**src/rtl/writeback_arbiter_pkg.sv**
```systemverilog
// Shared definitions for the register-file writeback front end.
package writeback_arbiter_pkg;

  localparam int REG_ADDR_W = 5;
  localparam int REG_DATA_W = 32;
  localparam int NUM_REGS   = 32;

  // One pending register write: destination and value.
  typedef struct packed {
    logic [REG_ADDR_W-1:0] addr;
    logic [REG_DATA_W-1:0] data;
  } wb_req_t;

  // Decode a register index into a one-hot register mask.
  function automatic logic [NUM_REGS-1:0] reg_onehot(input logic [REG_ADDR_W-1:0] addr);
    logic [NUM_REGS-1:0] oh;
    oh       = '0;
    oh[addr] = 1'b1;
    return oh;
  endfunction

endpackage

```
**src/rtl/writeback_arbiter_if.sv**
```systemverilog
// Producer/consumer bundle around the register file write port.
// master: pipeline, long-latency unit and hazard logic; slave: the arbiter.
interface writeback_arbiter_if;
  import writeback_arbiter_pkg::*;

  logic                  pipe_we_i;
  logic [REG_ADDR_W-1:0] pipe_addr_i;
  logic [REG_DATA_W-1:0] pipe_data_i;

  logic                  lu_valid_i;
  logic                  lu_ready_o;
  logic [REG_ADDR_W-1:0] lu_addr_i;
  logic [REG_DATA_W-1:0] lu_data_i;

  logic [REG_ADDR_W-1:0] RDaddr_o;
  logic [REG_DATA_W-1:0] RDdata_o;
  logic                  RegWrite_o;

  logic                  stall_o;
  logic [NUM_REGS-1:0]   pending_o;

  modport master (
    output pipe_we_i, pipe_addr_i, pipe_data_i,
    output lu_valid_i, lu_addr_i, lu_data_i,
    input  lu_ready_o,
    input  RDaddr_o, RDdata_o, RegWrite_o,
    input  stall_o, pending_o
  );

  modport slave (
    input  pipe_we_i, pipe_addr_i, pipe_data_i,
    input  lu_valid_i, lu_addr_i, lu_data_i,
    output lu_ready_o,
    output RDaddr_o, RDdata_o, RegWrite_o,
    output stall_o, pending_o
  );

endinterface

```
**src/rtl/writeback_arbiter_fifo.sv**
```systemverilog
// Long-latency result queue. Per-entry valid and address taps feed the
// pending-write mask so hazard logic sees exactly what is still queued.
module wb_fifo
  import writeback_arbiter_pkg::*;
#(
  parameter int DEPTH = 4
) (
  input  logic                            clk_i,
  input  logic                            rst_n_i,
  input  logic                            push_i,
  input  wb_req_t                         push_req_i,
  input  logic                            pop_i,
  output wb_req_t                         head_o,
  output logic                            full_o,
  output logic                            empty_o,
  output logic [$clog2(DEPTH):0]          count_o,
  output logic [DEPTH-1:0]                valid_o,
  output logic [DEPTH-1:0][REG_ADDR_W-1:0] addr_o
);

  localparam int PTR_W = $clog2(DEPTH);

  wb_req_t [DEPTH-1:0] mem_q, mem_d;
  logic [DEPTH-1:0]    valid_q, valid_d;
  logic [PTR_W-1:0]    wr_ptr_q, wr_ptr_d;
  logic [PTR_W-1:0]    rd_ptr_q, rd_ptr_d;
  logic [PTR_W:0]      count_q, count_d;
  logic                push_ok, pop_ok;

  assign full_o  = (count_q == (PTR_W+1)'(DEPTH));
  assign empty_o = (count_q == '0);
  assign count_o = count_q;
  assign head_o  = mem_q[rd_ptr_q];
  assign valid_o = valid_q;

  // Address taps for the pending mask.
  always_comb begin
    for (int i = 0; i < DEPTH; i++) begin
      addr_o[i] = mem_q[i].addr;
    end
  end

  // Next-state: pointers wrap naturally because DEPTH is a power of two.
  always_comb begin
    push_ok  = push_i && !full_o;
    pop_ok   = pop_i && !empty_o;
    mem_d    = mem_q;
    valid_d  = valid_q;
    wr_ptr_d = wr_ptr_q;
    rd_ptr_d = rd_ptr_q;
    count_d  = count_q;
    if (push_ok) begin
      mem_d[wr_ptr_q]   = push_req_i;
      valid_d[wr_ptr_q] = 1'b1;
      wr_ptr_d          = wr_ptr_q + PTR_W'(1);
    end
    if (pop_ok) begin
      valid_d[rd_ptr_q] = 1'b0;
      rd_ptr_d          = rd_ptr_q + PTR_W'(1);
    end
    case ({push_ok, pop_ok})
      2'b10:   count_d = count_q + (PTR_W+1)'(1);
      2'b01:   count_d = count_q - (PTR_W+1)'(1);
      default: count_d = count_q;
    endcase
  end

  // State register with synchronous reset.
  always_ff @(posedge clk_i) begin
    if (!rst_n_i) begin
      mem_q    <= '0;
      valid_q  <= '0;
      wr_ptr_q <= '0;
      rd_ptr_q <= '0;
      count_q  <= '0;
    end else begin
      mem_q    <= mem_d;
      valid_q  <= valid_d;
      wr_ptr_q <= wr_ptr_d;
      rd_ptr_q <= rd_ptr_d;
      count_q  <= count_d;
    end
  end

endmodule

```
**src/rtl/writeback_arbiter.sv**
```systemverilog
// Register file write-port arbiter: the pipeline writeback always wins,
// long-latency results queue and drain into idle slots, and a starved
// queue head forces a one-cycle pipeline bubble.
module writeback_arbiter
  import writeback_arbiter_pkg::*;
#(
  parameter int DEPTH      = 4,
  parameter int STARVE_MAX = 8
) (
  input logic               clk_i,
  input logic               rst_n_i,
  writeback_arbiter_if.slave wb
);

  localparam int STARVE_W = $clog2(STARVE_MAX + 1);

  wb_req_t                          fifo_head;
  wb_req_t                          fifo_push_req;
  logic                             fifo_full, fifo_empty;
  logic [$clog2(DEPTH):0]           fifo_count;
  logic [DEPTH-1:0]                 fifo_valid;
  logic [DEPTH-1:0][REG_ADDR_W-1:0] fifo_addr;
  logic                             fifo_push, fifo_pop;

  logic                  pipe_busy;
  logic                  lu_ready;
  logic [REG_ADDR_W-1:0] rd_addr;
  logic [REG_DATA_W-1:0] rd_data;
  logic                  reg_write;
  logic [NUM_REGS-1:0]   pending;

  logic [STARVE_W-1:0] starve_q, starve_d;
  logic                stall_q, stall_d;

  assign fifo_push_req = '{addr: wb.lu_addr_i, data: wb.lu_data_i};

  wb_fifo #(.DEPTH(DEPTH)) u_fifo (
    .clk_i      (clk_i),
    .rst_n_i    (rst_n_i),
    .push_i     (fifo_push),
    .push_req_i (fifo_push_req),
    .pop_i      (fifo_pop),
    .head_o     (fifo_head),
    .full_o     (fifo_full),
    .empty_o    (fifo_empty),
    .count_o    (fifo_count),
    .valid_o    (fifo_valid),
    .addr_o     (fifo_addr)
  );

  // Write-port select; a write to $0 never occupies the slot.
  always_comb begin
    pipe_busy = wb.pipe_we_i && (wb.pipe_addr_i != '0);
    lu_ready  = rst_n_i && !fifo_full;
    fifo_push = wb.lu_valid_i && lu_ready && (wb.lu_addr_i != '0);
    fifo_pop  = !pipe_busy && !fifo_empty;
    rd_addr   = '0;
    rd_data   = '0;
    reg_write = 1'b0;
    if (pipe_busy) begin
      rd_addr   = wb.pipe_addr_i;
      rd_data   = wb.pipe_data_i;
      reg_write = 1'b1;
    end else if (!fifo_empty) begin
      rd_addr   = fifo_head.addr;
      rd_data   = fifo_head.data;
      reg_write = 1'b1;
    end
    if (!rst_n_i) begin
      reg_write = 1'b0;
    end
  end

  // Pending mask reflects queued entries only, never the incoming offer.
  always_comb begin
    pending = '0;
    for (int i = 0; i < DEPTH; i++) begin
      if (fifo_valid[i]) begin
        pending = pending | reg_onehot(fifo_addr[i]);
      end
    end
  end

  // Starvation count saturates so a pipeline that ignores the bubble keeps
  // seeing stall until the head finally drains.
  always_comb begin
    starve_d = starve_q;
    if (fifo_count == '0 || fifo_pop) begin
      starve_d = '0;
    end else if (starve_q != STARVE_W'(STARVE_MAX)) begin
      starve_d = starve_q + STARVE_W'(1);
    end
    stall_d = (starve_d == STARVE_W'(STARVE_MAX));
  end

  // Starvation counter and stall request registers.
  always_ff @(posedge clk_i) begin
    if (!rst_n_i) begin
      starve_q <= '0;
      stall_q  <= 1'b0;
    end else begin
      starve_q <= starve_d;
      stall_q  <= stall_d;
    end
  end

  assign wb.lu_ready_o = lu_ready;
  assign wb.RDaddr_o   = rd_addr;
  assign wb.RDdata_o   = rd_data;
  assign wb.RegWrite_o = reg_write;
  assign wb.stall_o    = stall_q;
  assign wb.pending_o  = pending;

endmodule
```
**src/flat_wrapper.sv**
```systemverilog
// flat-port wrapper written by rule: the top's interface ports become plain ports
module writeback_arbiter_flat import writeback_arbiter_pkg::*;
#(
  parameter int DEPTH      = 4,
  parameter int STARVE_MAX = 8
)
  (clk_i, rst_n_i, wb_pipe_we_i, wb_pipe_addr_i, wb_pipe_data_i, wb_lu_valid_i, wb_lu_addr_i, wb_lu_data_i, wb_lu_ready_o, wb_RDaddr_o, wb_RDdata_o, wb_RegWrite_o, wb_stall_o, wb_pending_o);
  writeback_arbiter_if wb_i ();
  input logic clk_i;
  input logic rst_n_i;
  input wire logic [$bits(wb_i.pipe_we_i)-1:0] wb_pipe_we_i;
  input wire logic [$bits(wb_i.pipe_addr_i)-1:0] wb_pipe_addr_i;
  input wire logic [$bits(wb_i.pipe_data_i)-1:0] wb_pipe_data_i;
  input wire logic [$bits(wb_i.lu_valid_i)-1:0] wb_lu_valid_i;
  input wire logic [$bits(wb_i.lu_addr_i)-1:0] wb_lu_addr_i;
  input wire logic [$bits(wb_i.lu_data_i)-1:0] wb_lu_data_i;
  output wire logic [$bits(wb_i.lu_ready_o)-1:0] wb_lu_ready_o;
  output wire logic [$bits(wb_i.RDaddr_o)-1:0] wb_RDaddr_o;
  output wire logic [$bits(wb_i.RDdata_o)-1:0] wb_RDdata_o;
  output wire logic [$bits(wb_i.RegWrite_o)-1:0] wb_RegWrite_o;
  output wire logic [$bits(wb_i.stall_o)-1:0] wb_stall_o;
  output wire logic [$bits(wb_i.pending_o)-1:0] wb_pending_o;
  assign wb_i.pipe_we_i = wb_pipe_we_i;
  assign wb_i.pipe_addr_i = wb_pipe_addr_i;
  assign wb_i.pipe_data_i = wb_pipe_data_i;
  assign wb_i.lu_valid_i = wb_lu_valid_i;
  assign wb_i.lu_addr_i = wb_lu_addr_i;
  assign wb_i.lu_data_i = wb_lu_data_i;
  assign wb_lu_ready_o = wb_i.lu_ready_o;
  assign wb_RDaddr_o = wb_i.RDaddr_o;
  assign wb_RDdata_o = wb_i.RDdata_o;
  assign wb_RegWrite_o = wb_i.RegWrite_o;
  assign wb_stall_o = wb_i.stall_o;
  assign wb_pending_o = wb_i.pending_o;
  writeback_arbiter #(.DEPTH(DEPTH), .STARVE_MAX(STARVE_MAX)) u_core (.clk_i(clk_i), .rst_n_i(rst_n_i), .wb(wb_i));
endmodule
```
**config.mk**
```make
export PLATFORM = sky130hd
export DESIGN_NAME = writeback_arbiter_flat
export DESIGN_NICKNAME = d
export VERILOG_FILES = /design/src/rtl/writeback_arbiter_pkg.sv /design/src/rtl/writeback_arbiter_if.sv /design/src/rtl/writeback_arbiter_fifo.sv /design/src/rtl/writeback_arbiter.sv /design/src/flat_wrapper.sv
export SDC_FILE = /design/constraint.sdc
export NUM_CORES = 1
export LEC_CHECK = 0
export ABC_CLOCK_PERIOD_IN_PS = 5900
export CAP_MARGIN = 5
export CELL_PAD_IN_SITES_DETAIL_PLACEMENT = 1
export CELL_PAD_IN_SITES_GLOBAL_PLACEMENT = 1
export CORE_AREA = 5 5 140 155
export CTS_BUF_LIST = sky130_fd_sc_hd__clkbuf_8
export DETAILED_ROUTE_END_ITERATION = 10
export DIE_AREA = 0 0 145 160
export GPL_TIMING_DRIVEN = 0
export PLACE_DENSITY = 0.95
export SYNTH_ARGS = -nofsm -noshare
export SYNTH_HDL_FRONTEND = slang
export SYNTH_SLANG_ARGS = --single-unit
```
**constraint.sdc**
```tcl
create_clock -name clk_i -period 5.9 [get_ports clk_i]
set_input_delay 1.18 -clock clk_i [delete_from_list [all_inputs] [get_ports clk_i]]
set_output_delay 1.18 -clock clk_i [all_outputs]
set_load 0.05 [all_outputs]
```
# == After elaboration in Yosys (flattened, before gate mapping) ==
# Cells that the tools add are included.
# classes
magnitude_cmp,12
eq_ne,5
n_mux,33
n_div,0
add_sub_neg,5
multipliers,0
n_reduce_logical,21
shift,0
bitwise,6
# ops
cell,count
32-bit 2-to-1 mux,6
148-bit bitwise mux,1
32-bit bitwise OR,3
37-bit binary-select mux with 2-bit select,1
37-bit demux with 2-bit select,1
37-bit 2-to-1 mux,2
"5-bit by 6-bit less-than comparator with 1-bit output, second input constant",4
1-bit demux with 5-bit select,4
"5-bit by 1-bit >= comparator with 1-bit output, second input constant",4
4-bit 2-to-1 mux,4
1-bit logical AND,13
5-bit 2-to-1 mux,2
5-bit nonzero test,2
1-bit 2-to-1 mux,9
"2-bit by 3-bit less-than comparator with 1-bit output, second input constant",2
3-bit one-hot mux with 2 select lines,1
"2-bit by 1-bit adder with 2-bit output, second input constant",2
"4-bit by 1-bit adder with 4-bit output, second input constant",1
4-bit AND,1
1-bit demux with 2-bit select,2
"4-bit == test, second input constant",1
"2-bit by 1-bit >= comparator with 1-bit output, second input constant",2
"4-bit inequality test, second input constant",1
4-bit NOT,1
other kinds (10),12
# word_totals
ff_bits,164
mem_count,0
latch_bits,0
romBits,0
input_bits,78
ram_bits,0

# == Longest topological paths before layout ==
# depth
ltp_word,11
ltp_mapped,11

# == Cells and area by module ==
# Synthesis repeated with hierarchy kept, for this count alone.
# hier_totals
hier_cells,907
hier_area_um2,8976.1
# by_module_without_submodules
mod,seq_area_each_um2,instances,cells_each,area_per_inst_um2
wb_fifo,3183.1,1,654,7044.3
writeback_arbiter,100.1,1,253,1931.9

# == Worst setup path after synthesis ==
# OpenSTA, ideal clock, no wires.
# synth_path
kind,input to output
startpoint,in rst_n_i
endpoint,out wb_lu_ready_o
slack_ns,2.181
n_path_buf,3
required_ns,4.720
cell_stages,4
t_arrival_ns,2.539
path_cell_list,buf_2 -> buf_2 -> clkbuf_1 -> nor2b_1
# synth_between
elab_chain_cells,1
# synth_lines
element,line_no,rtl
from (decl),flat_wrapper.sv:10,input logic rst_n_i;
1-bit logical AND,writeback_arbiter.sv:54,lu_ready = rst_n_i && !fifo_full;
to (decl),flat_wrapper.sv:17,output wire logic [$bits(wb_i.lu_ready_o)-1:0] wb_lu_ready_o;
# Every way passes these cells.

# == Final worst setup path ==
# Ends and elaborated chain as after synthesis.

==> flow_summary.rst <==
.. list-table::
   :header-rows: 1

   * - Metric
     - Value
   * - Result of the run
     - finished, final reports clean
   * - CTS buffer count
     - 17
   * - Family with the most delay on the worst path
     - buffers and inverters
   * - Worst-case hold slack
     - 0.455 ns
   * - Area of all sequential standard cells
     - 3280 sq um
   * - Area grow syn2layout
     - 25.6%
   * - Global-route wire length before repair
     - 56.3 mm
   * - Inserted Diodes
     - 0
   * - Switching power as a share of total power
     - 34.1%
   * - Most common library cells after synthesis
     - nand2_1, dfxtp_1, nand3_1, o21ai_0, clkbuf_1
   * - Vias in the first global route
     - around 10k
   * - CTS sink count
     - 164
   * - Clock root cell
     - clkbuf_8
   * - Worst hold path type
     - reg2reg
   * - Maximum achievable frequency
     - 198 MHz
   * - Core area
     - 19,800 sq um
   * - Worst Max-Slew Pin Slew
     - 1.33 ns
   * - Net count after synthesis
     - 1,114
   * - Classification of the worst setup path
     - in2out
   * - Number of antenna violations at the first check in global routing
     - 1
   * - Number of buffers inserted by hold repair at cts
     - 0
   * - Final period utilization
     - a little under nine tenths
   * - Worst Path Arrival
     - roughly 3.9 ns
   * - Combined area of the multi-input logic cells
     - 4730 sq um
   * - Count of unique library cells instantiated by Yosys
     - 48
   * - Total congestion overflow
     - 0
   * - Min setup slack post-route
     - ~0.84 ns
   * - Sequence of cells on the critical path
     - clkdlybuf4s50_1, buf_2, buf_2, clkbuf_1, nor2b_1, clkdlybuf4s50_1
   * - Endpoint of the worst hold path
     - u_core.u_fifo.mem_q[54]
   * - Syn avg cell area
     - 8.42 sq um
   * - CTS max path bufs
     - 2
   * - Final #Nets
     - 1,281
   * - Die height
     - 160 um
   * - Critical path required time
     - roughly 4.7 ns
   * - Proportion of register bits with asynchronous set or reset after synthesis
     - 0%
   * - Buffers inserted during post-CTS setup optimization
     - 0
   * - Worst Reg2Reg Path Length in Cells
     - 10
   * - Worst path buffer plus inverter count
     - 5
   * - TritonCTS clock tree
     - yes
   * - HPWL Detailed
     - 25.2 mm
   * - Final setup violation count
     - 0
   * - Critical path startpoint category
     - input pin
   * - Kind of end point of the critical path
     - primary output
   * - Number of fill cells in the layout
     - 2,358
   * - Most used standard cell by instance count after synthesis
     - nand2_1
   * - Routability cong.
     - 0.957
   * - Highest fanout seen on the critical path
     - 10
   * - Max-slew violation count
     - 0
   * - Yosys warning total
     - 0
   * - Switching power total
     - between 0.9 and 1 mW
   * - Avg WL per Cell
     - 25.0 um
   * - Flop pwr share
     - 43.5%
   * - Highest cell delay on the worst timing path
     - 0.85 ns
   * - Overall via count from detail_route
     - 9,516
   * - Slowest library cell on the worst path
     - clkdlybuf4s50_1
   * - First-pass detailed-route iteration total
     - 5
   * - Total number of placement rows
     - 54
   * - Maximum VDD drop
     - ~0.16 mV
   * - Worst rel slew slack
     - 11.2%
   * - Setup total negative slack
     - 0 ns
   * - Number of nets with antenna violations after routing
     - 0
   * - Starting density of the core
     - 43.6%
   * - Post-cts repair resize count
     - 0
   * - Cell area power density
     - about 260 nW/um^2
   * - Synthesized flop and latch total
     - approximately 160
   * - Proportion of power drawn by combinational gates
     - 25.9%
   * - Number of buffer cells added on primary ports
     - 148
   * - Post-synth EDFFs
     - 0
   * - Worst min-delay path startpoint
     - u_core.u_fifo.mem_q[54]
   * - Worst-skew pair later-pin latency
     - 0.50 ns
   * - Fraction of layout cells with a size suffix above 1
     - 11.0%
   * - Final Hold Violating Endpoints
     - 0
   * - Internal Dissipation
     - 1.86 mW
   * - Final period demand of the worst path
     - 5.06 ns
   * - Maximum number of pins on one net before global-route repair
     - 17
   * - RSZ-0062 raised after global routing
     - false
   * - Setup slack after placement
     - 0.943 ns
   * - Fraction of the yosys area taken by sequential cells
     - 38.1%
   * - Area share of the largest cell type after synthesis
     - 38.1%
   * - I/O Pins
     - 150
   * - Mapped cell area
     - 8620 sq um
   * - Horizontal die dimension
     - 145 um
   * - Number of standard cells after synthesis
     - 1,024
   * - Hold path depth
     - 2
   * - Number of max-cap violations
     - 0
   * - DRC violations left
     - 0
   * - Area of the die
     - 23,200 sq um
   * - Dominant register cell in the synthesized netlist
     - dfxtp_1
   * - Lkg Pwr
     - 3.74 nW
   * - Average via count per standard cell
     - 6.54
   * - Initial detailed-routing violation count
     - 1,018
   * - Final clock skew
     - about 0.012 ns
   * - Internal reg-to-reg setup slack
     - between 2 and 3 ns
   * - H-tree lvl count
     - 4
   * - Ranking of synthesized cells by area
     - dfxtp_1, mux4_2, nand3_1, nand2_1, o21ai_0
   * - Reg2Reg Launch Point
     - u_core.u_fifo.count_o[0]
   * - Register clock-pin slew on the reported worst setup and hold paths
     - 0.09 ns
   * - Total track usage
     - 30.1%
   * - Total wire length after detailed routing
     - 36.4 mm
   * - Top cell type by total area after synthesis
     - dfxtp_1
   * - Reg2reg end
     - u_core.u_fifo.count_o[2]
   * - Proportion of power drawn by the clock network
     - just over 30%
## logic make-up (layout without fill, tap and decap cells)
group | Yosys count | in the layout | synth area share, %
simple gates | 415 | 415 | 23.0
compound gates | 266 | 266 | 19.7
buf+inv | 124 | 303 | 7.10
flops | 164 | 164 | 38.1
mux | 38 | 38 | 9.79
fa+ha+maj | 12 | 12 | 1.83
xor+xnor | 5 | 5 | 0.508
## area by class of cell
| class | count | share of cell area [%] |
|---|---|---|
| inverters | 20 | 0.693 |
| repair buffers | 148 | 13.7 |
| clock inverters | 9 | 0.959 |
| flip-flops and latches | 164 | 30.3 |
| well taps | 252 | 2.91 |
| clock buffers | 22 | 2.80 |
| multi-input cells | 736 | 43.7 |
| plain buffers | 104 | 4.96 |
## flip-flops by register name, summed over array words and instances, names as in the netlist
name / count
u_core.u_fifo.count_o: 3
u_core.u_fifo.addr_o: 20
u_core.u_fifo.wr_ptr_q: 2
u_core.u_fifo.rd_ptr_q: 2
u_core.starve_q: 4
u_core.wb.stall_o: 1
u_core.u_fifo.valid_o: 4
u_core.u_fifo.mem_q: 128
## power by group through the flow
stage	registers (mW)	clock network [mW]	logic, mW
finish	1.23	0.861	0.731
detailed placement	1.25	0	0.706
CTS	1.22	0.854	0.718
floorplan	1.23	0	0.433
global route	1.23	0.900	0.766
global placement	1.24	0	0.680
## worst min-delay path: stages, from the launching register on
cell and delay [ns]:
dfxtp_1 0.32, nand2_1 0.05, o21ai_1 0.05
## cell usage in the layout, fill, tap and decap left out, types with 6 or more instances in the layout
| master | count |
|---|---|
| nand2_1 | 170 |
| dfxtp_1 | 164 |
| nand3_1 | 158 |
| clkdlybuf4s50_1 | 148 |
| o21ai_0 | 127 |
| clkbuf_1 | 54 |
| mux4_2 | 37 |
| a22o_1 | 37 |
| buf_2 | 27 |
| o21ai_1 | 27 |
| inv_1 | 22 |
| clkbuf_8 | 22 |
| nor2_1 | 19 |
| o221ai_1 | 18 |
| o22ai_1 | 12 |
| buf_6 | 11 |
| a221o_1 | 11 |
| ha_1 | 11 |
| nand3b_1 | 10 |
| a22oi_1 | 10 |
| nor3b_1 | 9 |
| nor3_1 | 9 |
| or3b_2 | 7 |
| and2_1 | 7 |
| a21oi_1 | 6 |
| buf_4 | 6 |
| clkbuf_2 | 6 |
## how the worst max path moves through the flow
stage / start / endpoint / slack, ns / cells past startpoint
2_1_floorplan: rst_n_i / wb_lu_ready_o / 2.18 / 4
3_3_place_gp: rst_n_i / wb_lu_ready_o / 0.98 / 6
3_5_place_dp: rst_n_i / wb_lu_ready_o / 0.94 / 6
4_1_cts: rst_n_i / wb_lu_ready_o / 0.93 / 6
5_1_grt: rst_n_i / wb_lu_ready_o / 0.76 / 6
6_report: rst_n_i / wb_lu_ready_o / 0.84 / 6
## per-stage QoR
| step | area, sq um | power [mW] | util, % | instances |
|---|---|---|---|---|
| global placement | 10400 | 1.92 | 52.6 | 1424 |
| floorplan | 8620 | 1.66 | - | 1024 |
| detailed placement | 10400 | 1.95 | 52.6 | 1424 |
| finish | 10800 | 2.82 | 54.7 | 1455 |
| CTS | 10800 | 2.79 | 54.7 | 1455 |
| global route | 10800 | 2.90 | 54.7 | 1455 |
## metal layers
| metal | global-route usage, % | part of all wire, % | vias to the layer above |
|---|---|---|---|
| li1 | - | - | 4050 |
| met1 | 33.8 | 36 | 4684 |
| met2 | 51.8 | 49 | 633 |
| met3 | 7.71 | 9.3 | 147 |
| met4 | 17.0 | 4.8 | 2 |
| met5 | 0 | 0.022 | - |
Power figures use the tool's default switching activity.
